## config.mk

```make
export PLATFORM = sky130hd
export DESIGN_NAME = bus_breakin_flat
export DESIGN_NICKNAME = d
export VERILOG_FILES = /design/src/rtl/bus_breakin_if.sv /design/src/rtl/bus_breakin.sv /design/src/flat_wrapper.sv
export SDC_FILE = /design/constraint.sdc
export NUM_CORES = 1
export LEC_CHECK = 0
export ABC_CLOCK_PERIOD_IN_PS = 2200
export CAP_MARGIN = 20
export CORE_UTILIZATION = 52
export DETAILED_ROUTE_END_ITERATION = 16
export GPL_TIMING_DRIVEN = 1
export PLACE_DENSITY = 0.87
export SYNTH_ARGS = -nofsm -noshare
export SYNTH_HDL_FRONTEND = slang
export SYNTH_SLANG_ARGS = --single-unit
export TNS_END_PERCENT = 20
```

## constraint.sdc

```tcl
create_clock -name clk -period 2.2 [get_ports clk]
set_input_delay 0.44 -clock clk [delete_from_list [all_inputs] [get_ports clk]]
set_output_delay 0.44 -clock clk [all_outputs]
set_load 0.01 [all_outputs]
```

## src/rtl/bus_breakin_if.sv

```systemverilog
// Handshake and unpacked-field bundle for the bus_breakin receive FIFO.
// The slave view is the FIFO itself; the master view is the producer/consumer side.
interface bus_breakin_if #(
    parameter int DEPTH = 4,
    parameter int CNT_W = 8
);
    logic                       in_valid;
    logic                       in_ready;
    logic [5:0]                 in_word;
    logic                       out_valid;
    logic                       out_ready;
    logic [1:0]                 out_in2_hi;
    logic [1:0]                 out_and;
    logic [1:0]                 out_in1_lo;
    logic [$clog2(DEPTH):0]     level;
    logic [CNT_W-1:0]           and_cnt;

    modport slave (
        input  in_valid,
        input  in_word,
        input  out_ready,
        output in_ready,
        output out_valid,
        output out_in2_hi,
        output out_and,
        output out_in1_lo,
        output level,
        output and_cnt
    );

    modport master (
        output in_valid,
        output in_word,
        output out_ready,
        input  in_ready,
        input  out_valid,
        input  out_in2_hi,
        input  out_and,
        input  out_in1_lo,
        input  level,
        input  and_cnt
    );
endinterface

```

## src/rtl/bus_breakin.sv

```systemverilog
// Receive-side FIFO for packed 6-bit breakout words: buffers, unpacks into the
// three 2-bit fields, and counts popped words whose AND field is non-zero.
module bus_breakin #(
    parameter int DEPTH = 4,
    parameter int CNT_W = 8
) (
    input  logic          clk,
    input  logic          rst,
    bus_breakin_if.slave  bus
);
    localparam int PTR_W = $clog2(DEPTH);
    localparam int LVL_W = PTR_W + 1;
    localparam logic [LVL_W-1:0] LVL_FULL = LVL_W'(DEPTH);
    localparam logic [LVL_W-1:0] LVL_ONE  = LVL_W'(1);
    localparam logic [CNT_W-1:0] CNT_MAX  = '1;
    localparam logic [CNT_W-1:0] CNT_ONE  = CNT_W'(1);

    logic [5:0]       mem [DEPTH];
    logic [PTR_W-1:0] wr_ptr;
    logic [PTR_W-1:0] rd_ptr;
    logic [LVL_W-1:0] level_q;
    logic [CNT_W-1:0] and_cnt_q;
    logic [5:0]       head;
    logic             not_full;
    logic             not_empty;
    logic             push;
    logic             pop;

    // Handshake flags depend on the level counter only, so a full FIFO refuses
    // a push even when a pop happens on the same edge.
    assign not_full  = (level_q != LVL_FULL);
    assign not_empty = (level_q != '0);
    assign push      = bus.in_valid && not_full;
    assign pop       = bus.out_ready && not_empty;
    assign head      = mem[rd_ptr];

    assign bus.in_ready   = not_full;
    assign bus.out_valid  = not_empty;
    assign bus.level      = level_q;
    assign bus.and_cnt    = and_cnt_q;
    assign bus.out_in2_hi = not_empty ? head[5:4] : 2'b00;
    assign bus.out_and    = not_empty ? head[3:2] : 2'b00;
    assign bus.out_in1_lo = not_empty ? head[1:0] : 2'b00;

    // Storage needs no reset: the fields are masked whenever the FIFO is empty.
    always_ff @(posedge clk) begin
        if (push) begin
            mem[wr_ptr] <= bus.in_word;
        end
    end

    always_ff @(posedge clk or negedge rst) begin
        if (!rst) begin
            wr_ptr    <= '0;
            rd_ptr    <= '0;
            level_q   <= '0;
            and_cnt_q <= '0;
        end else begin
            if (push) begin
                wr_ptr <= wr_ptr + 1'b1;
            end
            if (pop) begin
                rd_ptr <= rd_ptr + 1'b1;
                if ((head[3:2] != 2'b00) && (and_cnt_q != CNT_MAX)) begin
                    and_cnt_q <= and_cnt_q + CNT_ONE;
                end
            end
            case ({push, pop})
                2'b10:   level_q <= level_q + LVL_ONE;
                2'b01:   level_q <= level_q - LVL_ONE;
                default: level_q <= level_q;
            endcase
        end
    end
endmodule
```

## src/flat_wrapper.sv

```systemverilog
// flat-port wrapper written by rule: the top's interface ports become plain ports
module bus_breakin_flat 
#(
    parameter int DEPTH = 4,
    parameter int CNT_W = 8
)
  (clk, rst, bus_in_valid, bus_in_word, bus_out_ready, bus_in_ready, bus_out_valid, bus_out_in2_hi, bus_out_and, bus_out_in1_lo, bus_level, bus_and_cnt);
  bus_breakin_if #(.DEPTH(DEPTH), .CNT_W(CNT_W)) bus_i ();
  input  logic clk;
  input  logic rst;
  input wire logic [$bits(bus_i.in_valid)-1:0] bus_in_valid;
  input wire logic [$bits(bus_i.in_word)-1:0] bus_in_word;
  input wire logic [$bits(bus_i.out_ready)-1:0] bus_out_ready;
  output wire logic [$bits(bus_i.in_ready)-1:0] bus_in_ready;
  output wire logic [$bits(bus_i.out_valid)-1:0] bus_out_valid;
  output wire logic [$bits(bus_i.out_in2_hi)-1:0] bus_out_in2_hi;
  output wire logic [$bits(bus_i.out_and)-1:0] bus_out_and;
  output wire logic [$bits(bus_i.out_in1_lo)-1:0] bus_out_in1_lo;
  output wire logic [$bits(bus_i.level)-1:0] bus_level;
  output wire logic [$bits(bus_i.and_cnt)-1:0] bus_and_cnt;
  assign bus_i.in_valid = bus_in_valid;
  assign bus_i.in_word = bus_in_word;
  assign bus_i.out_ready = bus_out_ready;
  assign bus_in_ready = bus_i.in_ready;
  assign bus_out_valid = bus_i.out_valid;
  assign bus_out_in2_hi = bus_i.out_in2_hi;
  assign bus_out_and = bus_i.out_and;
  assign bus_out_in1_lo = bus_i.out_in1_lo;
  assign bus_level = bus_i.level;
  assign bus_and_cnt = bus_i.and_cnt;
  bus_breakin #(.DEPTH(DEPTH), .CNT_W(CNT_W)) u_core (.clk(clk), .rst(rst), .bus(bus_i));
endmodule
```

==> results.md <==
- Leak: 0.885 nW
- WS Path Type: reg -> out
- Initial antenna violation count: 0
- Setup ws final: 0.0195 ns
- Vias in the first global route: 1012
- Power density over cell area: 1310 nW/um^2
- Fin. Hold Viols: 0
- Synth Register Bits: 39
- GP Congestion: between 0.7 and 0.8
- Die area: 3530 sq um
- WP data required: 1.76 ns
- Hold-fix buffers, CTS: 0
- Post-Synthesis Cells: 108
- Cts bufs inserted: 5
- Synth top area cells: edfxtp_1 (42%), dfrtp_1 (22%), mux4_1 (6.1%), ha_1 (4.4%), xnor2_1 (3.6%)
- Post-synth EDFFs: 24
- Fin. max-slew vios: 0
- DRC viols: 0
- Top_reg_cell synth: edfxtp_1
- Final Skew: 0.0105 ns
- Rel. slew slack: a little over half
- Worst-margin pin slew: roughly 0.7 ns
- First-pass GRT wire length: 4710 microns
- Yosys top cell area share: 42.0%
- H-tree depth: 2
- Clock Tree Root: clkbuf_4
- Diode count: 0
- Total Routing Usage GR: 20.0%
- Top-count cell post-synth: edfxtp_1
- Num rows: 20
- Commonest cells in the synthesized netlist: edfxtp_1 (24), dfrtp_1 (15), inv_1 (7), xnor2_1 (7)
- Core footprint: 3100 sq um
- Synth warn: 0
- Buffers on Ports: 28
- IO Pins: 29
- DR pass1 iterations: 4
- Nets: roughly 170
- RSZ-0062 raised after global routing: yes
- CP Launch Type: register
- Max-Cap Viols: 0
- Die Y: 59.4 microns
- Result of the run: complete, no violations
- Share of layout cells above drive strength 1: 23.2%
- Worst skew pair latency: around 0.36 ns
- VDD IR max: 663 uV
- Synth unique cells: 24
- GRT overflow: 0
- Register area share after synthesis: 63.9%
- WL per Instance: roughly 15 microns
- DP HPWL: 2160 microns
- Setup TNS: 0 ns
- Remaining antenna violation count: 0
- Post-Route WL: 3000 microns
- Fmax: ~460 MHz
- CP Capture Type: output port
- Async set-reset flop share out of synthesis: 38.5%
- Crit-path max FO: 5
- Final setup fails: 0
- Syn_area_per_cell: 15.9 sq um
- Hold crit path type: in -> async
- DP Worst Slack: -0.0687 ns
- Initial core utilization: 55.3%
- Routed vias: about 1000
- Final Critical Period: 2.18 ns
- Starting DRT DRC Count: 24
- Pin count of the biggest net entering global routing: 16
- Period utilization: 99.1%
- Synthesized cell area: ~1700 sq um
- Reg clk slew, reported paths: 0.12 ns
- Area Growth Syn to Fin: 27.0%
- Syn Nets: 125
- CTS Sinks: 39
- Vias/cell: 5.24
- Crit path arrival time: 1.74 ns
- Die Wd: 59.4 microns
- Clock Tree Buf Depth: 2
- Area leader, netlist: edfxtp_1
- CTS tree: built
## worst max-delay path: stages (launching register included)
cell	delay, ns
dfrtp_2	0.43
buf_4	0.13
mux4_2	0.47
nor2b_1	0.14
clkdlybuf4s15_2	0.21
## report_power, final
part	total, mW	internal, mW	switching [mW]
logic	1.29	0.722	0.565
clock network	0.396	0.157	0.238
registers	1.18	1.00	0.180
## sequential cells by signal (all words and copies together), names as in the netlist
name                count
u_core.wr_ptr           2
u_core.bus.level        3
u_core.rd_ptr           2
u_core.mem             24
u_core.bus.and_cnt      8
## per-layer routing
metal / vias to the layer above / wire, microns / GRT usage [%]
li1: 486 / - / -
met1: 523 / 1170 / 22.3
met2: 25 / 1620 / 34.0
met3: 9 / 131 / 6.55
met4: 0 / 72 / 10.2
met5: - / 0 / 0
## cells by family (layout without fill, tap and decap cells)
group	Yosys count	after routing	synth area share, %
DFF	39	39	63.9
muxes	8	8	9.99
and+or+nand+nor	29	29	8.97
buffers and inverters	9	56	2.41
xor gates and xnor gates	13	13	6.64
adders and majority gates	7	7	5.54
AOI/OAI and AO/OA	3	3	2.55
## area by class of cell
type | count | area (sq um)
timing repair buffer | 41 | 357
clock buffer | 6 | 51.3
multi-input combinational | 60 | 576
clock inverter | 2 | 16.3
fill | 229 | 925
sequential | 39 | 1100
tap | 44 | 55.1
inverter | 7 | 26.3
## placed cells by master, fill, tap and decap left out, types with 2 or more instances in the layout
| master | synthesis | layout |
|---|---|---|
| nor2b_1 | 6 | 6 |
| clkbuf_2 | 0 | 4 |
| edfxtp_1 | 24 | 24 |
| nand3_1 | 3 | 2 |
| and3_1 | 5 | 5 |
| buf_4 | 0 | 12 |
| clkbuf_4 | 0 | 5 |
| mux4_2 | 2 | 4 |
| inv_1 | 7 | 7 |
| nor3_1 | 3 | 3 |
| nand4_1 | 3 | 3 |
| mux4_1 | 4 | 2 |
| ha_1 | 6 | 6 |
| dfrtp_1 | 15 | 14 |
| clkdlybuf4s50_1 | 0 | 21 |
| xnor2_1 | 7 | 7 |
| xor2_1 | 6 | 6 |
| nor2_1 | 2 | 2 |
| nand2_1 | 6 | 6 |
## final timing paths
kind | end | from | cells after the start | slack (ns)
hold / removal | u_core.bus.and_cnt[6]$_DFFE_PN0P_ | rst | 1 | 0.49
hold reg to reg | u_core.bus.and_cnt[5]$_DFFE_PN0P_ | u_core.bus.and_cnt[5]$_DFFE_PN0P_ | 1 | 0.51
setup reg to reg | u_core.bus.level[2]$_DFFE_PN0P_ | u_core.bus.level[1]$_DFFE_PN0P_ | 10 | 0.17
max in group asynchronous | u_core.rd_ptr[0]$_DFFE_PN0P_ | rst | 1 | 1.23
min in group clk | u_core.bus.and_cnt[5]$_DFFE_PN0P_ | u_core.bus.and_cnt[5]$_DFFE_PN0P_ | 1 | 0.51
setup / recovery | bus_out_in1_lo[0] | u_core.rd_ptr[0]$_DFFE_PN0P_ | 4 | 0.02
## through the flow
| stage | cell area (sq um) | util (%) | cells | hold slack [ns] | total power, mW |
|---|---|---|---|---|---|
| 2_1_floorplan | 1720 | - | 108 | 0.144 | 1.87 |
| 3_3_place_gp | 2090 | 67.3 | 185 | 0.484 | 2.41 |
| 3_5_place_dp | 2090 | 67.3 | 185 | 0.502 | 2.47 |
| 4_1_cts | 2190 | 70.5 | 198 | 0.501 | 2.90 |
| 5_1_grt | 2180 | 70.2 | 199 | 0.532 | 3.06 |
| 6_report | 2180 | 70.2 | 199 | 0.488 | 2.86 |
## what timing repair did
action | CTS | global route
gates resized for setup | 14 | 11
setup buffers | 5 | 1
endpoints found under the setup margin | 7 | 7
(Power assumes the default switching activity.)
